==> src/rtl/gcapply.sv <==
// Gain-curve applicator: scales streamed FFT bins by a per-bin gain read from the
// curve RAM, with unity bypass while the curve is being rewritten.
module gcapply #(
  parameter int LOGFFTSIZE = 13,
  parameter int AUDIOWIDTH = 16
) (
  input  logic                         clk,
  input  logic                         rst,
  input  logic                         in_valid,
  input  logic [LOGFFTSIZE-1:0]        in_index,
  input  logic signed [AUDIOWIDTH-1:0] in_re,
  input  logic signed [AUDIOWIDTH-1:0] in_im,
  input  logic                         gc_busy,
  output logic [LOGFFTSIZE-1:0]        gcurve_addr,
  input  logic [AUDIOWIDTH-1:0]        gcurve_dout,
  input  logic                         clr_stats,
  output logic                         out_valid,
  output logic [LOGFFTSIZE-1:0]        out_index,
  output logic signed [AUDIOWIDTH-1:0] out_re,
  output logic signed [AUDIOWIDTH-1:0] out_im,
  output logic                         out_last,
  output logic [15:0]                  sat_count
);

  localparam int W  = AUDIOWIDTH;
  localparam int PW = 2 * W + 1;
  localparam logic [W-1:0] UNITY = {1'b1, {(W-1){1'b0}}};
  localparam logic signed [W-1:0] MAX_VAL = {1'b0, {(W-1){1'b1}}};
  localparam logic signed [W-1:0] MIN_VAL = {1'b1, {(W-1){1'b0}}};
  localparam logic signed [PW-1:0] MAX_POS = (PW'(1) <<< (W-1)) - PW'(1);
  localparam logic signed [PW-1:0] MIN_NEG = -(PW'(1) <<< (W-1));
  localparam logic [LOGFFTSIZE-1:0] LAST_IDX = '1;

  logic                        s1_valid_reg;
  logic                        s1_busy_reg;
  logic [LOGFFTSIZE-1:0]       s1_index_reg;
  logic signed [W-1:0]         s1_data_reg [2];
  logic                        s2_valid_reg;
  logic [LOGFFTSIZE-1:0]       s2_index_reg;
  logic signed [PW-1:0]        s2_prod_reg [2];

  logic [W-1:0]                gain;
  logic signed [PW-1:0]        prod_next [2];
  logic signed [W-1:0]         sat_data [2];
  logic [1:0]                  sat_flag;
  logic [16:0]                 sat_sum;
  logic [15:0]                 sat_count_next;

  assign gcurve_addr = in_index;
  // The RAM answers for the stage-1 bin, so the busy flag must come from stage 1 too.
  assign gain = s1_busy_reg ? UNITY : gcurve_dout;

  generate
    for (genvar gi = 0; gi < 2; gi++) begin : g_comp
      logic signed [PW-1:0] shifted;
      logic                 over_hi;
      logic                 over_lo;

      assign prod_next[gi] = PW'(s1_data_reg[gi]) * PW'($signed({1'b0, gain}));
      assign shifted       = s2_prod_reg[gi] >>> (W - 1);
      assign over_hi       = shifted > MAX_POS;
      assign over_lo       = shifted < MIN_NEG;
      assign sat_data[gi]  = over_hi ? MAX_VAL : (over_lo ? MIN_VAL : shifted[W-1:0]);
      // Bubbles carry stale products, so only valid bins may count saturations.
      assign sat_flag[gi]  = s2_valid_reg & (over_hi | over_lo);
    end
  endgenerate

  assign sat_sum        = {1'b0, sat_count} + 17'(sat_flag[0]) + 17'(sat_flag[1]);
  assign sat_count_next = sat_sum[16] ? 16'hFFFF : sat_sum[15:0];

  always_ff @(posedge clk or posedge rst) begin
    if (rst) begin
      s1_valid_reg   <= 1'b0;
      s1_busy_reg    <= 1'b0;
      s1_index_reg   <= '0;
      s1_data_reg[0] <= '0;
      s1_data_reg[1] <= '0;
      s2_valid_reg   <= 1'b0;
      s2_index_reg   <= '0;
      s2_prod_reg[0] <= '0;
      s2_prod_reg[1] <= '0;
      out_valid      <= 1'b0;
      out_index      <= '0;
      out_re         <= '0;
      out_im         <= '0;
      out_last       <= 1'b0;
      sat_count      <= '0;
    end else begin
      s1_valid_reg   <= in_valid;
      s1_busy_reg    <= gc_busy;
      s1_index_reg   <= in_index;
      s1_data_reg[0] <= in_re;
      s1_data_reg[1] <= in_im;

      s2_valid_reg   <= s1_valid_reg;
      s2_index_reg   <= s1_index_reg;
      s2_prod_reg[0] <= prod_next[0];
      s2_prod_reg[1] <= prod_next[1];

      out_valid <= s2_valid_reg;
      out_index <= s2_index_reg;
      out_re    <= sat_data[0];
      out_im    <= sat_data[1];
      out_last  <= s2_valid_reg && (s2_index_reg == LAST_IDX);

      sat_count <= clr_stats ? 16'h0000 : sat_count_next;
    end
  end

endmodule
==> config.mk <==
export PLATFORM = sky130hd
export DESIGN_NAME = gcapply
export DESIGN_NICKNAME = d
export VERILOG_FILES = /design/src/rtl/gcapply.sv
export SDC_FILE = /design/constraint.sdc
export NUM_CORES = 1
export LEC_CHECK = 0
export CORE_ASPECT_RATIO = 1.2
export CORE_MARGIN = 5
export CORE_UTILIZATION = 57
export CTS_CLUSTER_DIAMETER = 120
export CTS_CLUSTER_SIZE = 12
export DETAILED_ROUTE_END_ITERATION = 6
export PLACE_DENSITY = 0.82
export RECOVER_POWER = 25
export SYNTH_ARGS = -nofsm -noshare
export SYNTH_HDL_FRONTEND = slang
export SYNTH_SLANG_ARGS = --single-unit
==> constraint.sdc <==
create_clock -name clk -period 18.25 [get_ports clk]
set_clock_uncertainty 0.05 [all_clocks]
set_input_delay 3.65 -clock clk [delete_from_list [all_inputs] [get_ports clk]]
set_output_delay 3.65 -clock clk [all_outputs]
set_load 0.1 [all_outputs]
==> run_results.csv <==
group,metric,value,unit
detailed_routing,drc,0,
setup_path,cp_max_fo,32,
finish,ff_latch_area,4000,µm²
grt,grt_pass1_wl,90.8,mm
finish,final_common_cell,"inv_1",
clock_network,clk_path_buf_depth,2,
grt,track_usage,25.4,%
setup_path,r2r_slack,10.72,ns
sta,tightest_slew,1.28,ns
setup_path,rr_endpoint,"g_comp[1].shifted[16]",
floorplan,die_y,229,µm
setup_path,critical_path_class,"input port to flop",
grt,grt_pass1_vias,19305,
floorplan,rows,80,
clock_network,cts_tree,"yes",
setup_path,worstReg2RegStart,"s1_busy_reg",
min_path,hold_class,"flop to flop",
logic_synthesis,synthDistinctLibCells,58,
logic_synthesis,yosys_register_bits,160,
power,cellPowerDensity,143,nW/µm²
sta,finalCriticalPeriod,10.09,ns
finish,final_layout_size_suffix_gt1_share,2.88,%
power,p_sw_share,54.5,%
setup_path,cp-start-kind,"input port",
clock_network,post_cts_resized,0,
detailed_routing,drt_iter0_drc,1498,
run,maxCapViolations,0,
min_path,holdPathStages,0,
logic_synthesis,synth_top_cell_by_area,"fa_1",
clock_network,cts_hold_buf,0,
setup_path,end_kind,"flop",
sta,fin_setup_tns,0,ns
sta,rsz0062_at_grt,"false",
power,ir_drop,0.000180,V
logic_synthesis,synth_edf_count,0,
floorplan,core_area,39600,µm²
logic_synthesis,synth_top_area_share,34.0,%
clock_network,path_clk_slew,0.08,ns
sta,hold_viol_final,0,
logic_synthesis,synth_nets,3161,
setup_path,reg2regPathDepth,18,
place,io_buffers,141,
logic_synthesis,syn-instance-count,2469,
logic_synthesis,yosys-top-cells-area,"fa_1, dfrtp_1, ha_1",
setup_path,critPathArrivalTime,10.42,ns
min_path,min_from,"s1_index_reg[5]",
clock_network,postCtsSetupRepairBufs,0,
power,p_seq_share,14.9,%
clock_network,cts_buffers,17,
finish,largest_reg_flops,36,
sta,setup_viol,0,
finish,final_nets,3212,
power,clock_power_share,10.4,%
power,power.switching,1.95,mW
finish,synthToLayoutAreaGrowth,10.3,%
power,p_int,1.63,mW
logic_synthesis,async_reset_ff_share,100,%
detailed_routing,wl,52.9,mm
outcome,status,"completed",
detailed_routing,drt_pre_antenna_iters,7,
detailed_routing,ant_nets,0,
floorplan,die_area,44100,µm²
finish,final_cell_mix,"inv_1, fa_1, nand2_1, ha_1, and2_1",
grt,antenna_found_initial,1,
power,finalPower,3.59,mW
logic_synthesis,synth.avg_cell_area,9.24,µm²
clock_network,clockRootBuffer,"clkbuf_16",
logic_synthesis,syn-cell-area,22800,µm²
detailed_routing,viasPerCell,5.64,
logic_synthesis,synth_seq_area_share,17.6,%
detailed_routing,wl_per_cell,17.3,µm
min_path,min_to,"s2_index_reg[5]",
floorplan,io_pins,142,
floorplan,die_w,193,µm
clock_network,clk_latency,0.46,ns
grt,gr-total-overflow,0,
clock_network,numClockSinks,160,
sta,final-max-slew-violation-count,0,
finish,utilization,63.4,%
floorplan,initial_utilization,57.5,%
sta,slew_headroom,14.4,%
power,power_frac_comb,74.7,%
finish,multi_input_area,16500,µm²
place,gp_congestion,0.931,
finish,fillers,3153,
detailed_routing,vias,17311,
sta,max_freq,0.0991,GHz
logic_synthesis,synth_warnings,0,
logic_synthesis,synth_ff_type,"dfrtp_1",
clock_network,htree_levels,4,
sta,fin_crit_sh,55.3,%
grt,grt_max_degree,87,
power,p_leak,12.8,nW
place,dp_hpwl,40.4,mm
setup_path,required,18.58,ns
critical path, cell delays in order:
cell and delay, ns:
clkdlybuf4s50_1 0.55, or2_2 0.60, nand2_1 0.18, fa_1 0.55
fa_1 0.48, fa_1 0.56, inv_1 0.06, fa_1 0.45
fa_1 0.52, inv_1 0.05, fa_1 0.47, inv_1 0.04
ha_1 0.44, nand4_1 0.14, or3_1 0.43, o31ai_1 0.63
nor2_1 0.21, o21ai_1 0.23, xor2_1 0.18
power groups by stage:
stage	Sequential, mW	Combinational (mW)	Clock (mW)
2_1_floorplan	0.766	1.81	0
5_1_grt	0.548	2.99	0.394
6_report	0.536	2.68	0.371
3_5_place_dp	0.541	2.64	0
4_1_cts	0.535	2.67	0.380
3_3_place_gp	0.538	2.56	0
synth_stat cells, types with 20 or more instances:
| master | count |
|---|---|
| xnor2_1 | 25 |
| o21ai_0 | 24 |
| clkbuf_1 | 112 |
| nor2_1 | 132 |
| dfrtp_1 | 160 |
| a21o_1 | 33 |
| fa_1 | 387 |
| and2_1 | 229 |
| ha_1 | 239 |
| a21oi_1 | 101 |
| nand3_1 | 20 |
| inv_1 | 478 |
| nand2_1 | 318 |
stage by stage:
step	hold slack, ns	instances	setup WS (ns)	instance area, µm²
floorplan	0.281	2469	8.97	22800
global placement	0.281	3034	8.06	24500
detailed placement	0.285	3034	7.78	24500
CTS	0.300	3066	8.24	25200
global route	0.308	3067	7.87	25100
finish	0.299	3067	8.16	25100
kinds of logic (layout without fill, tap and decap cells):
| logic type | after synthesis | after routing | synth area share [%] |
|---|---|---|---|
| AND/OR/NAND/NOR | 793 | 793 | 16.8 |
| adder cells (fa/ha/maj) | 626 | 626 | 47.1 |
| buffers and inverters | 606 | 670 | 10.2 |
| AO/OA/AOI/OAI | 238 | 238 | 6.58 |
| flip-flops | 160 | 160 | 17.6 |
| XOR/XNOR | 44 | 44 | 1.69 |
| multiplexers | 2 | 2 | 0.0878 |
| other | 0 | 1 | 0 |
layout make-up:
cell class | instances | share of cell area [%]
tap | 533 | 2.65
multi-input combinational | 1703 | 65.7
antenna | 1 | 0.00995
clock inverter | 15 | 0.746
clock buffer | 17 | 1.69
inverter | 480 | 7.19
timing repair buffer | 158 | 6.09
sequential | 160 | 15.9
worst max path at each step:
stage | startpoint | to | slack (ns)
after floorplan | gcurve_dout[7] | g_comp[1].shifted[14] | 8.97
after global placement | gcurve_dout[15] | g_comp[1].shifted[14] | 8.06
after detailed placement | gcurve_dout[15] | g_comp[1].shifted[16] | 7.78
after CTS | gcurve_dout[15] | g_comp[1].shifted[16] | 8.24
after global routing | gcurve_dout[15] | g_comp[1].shifted[16] | 7.87
final | gcurve_dout[15] | g_comp[1].shifted[16] | 8.16
layer usage:
metal | global-route usage [%] | part of all wire (%) | vias to the layer above
met2 | 43.1 | 50 | 848
met1 | 30.7 | 37 | 8640
met4 | 13.0 | 5.1 | 0
met3 | 4.83 | 7.7 | 225
li1 | - | - | 7598
met5 | 0 | 0 | -
Note: power is estimated with default switching activity, not from simulation.
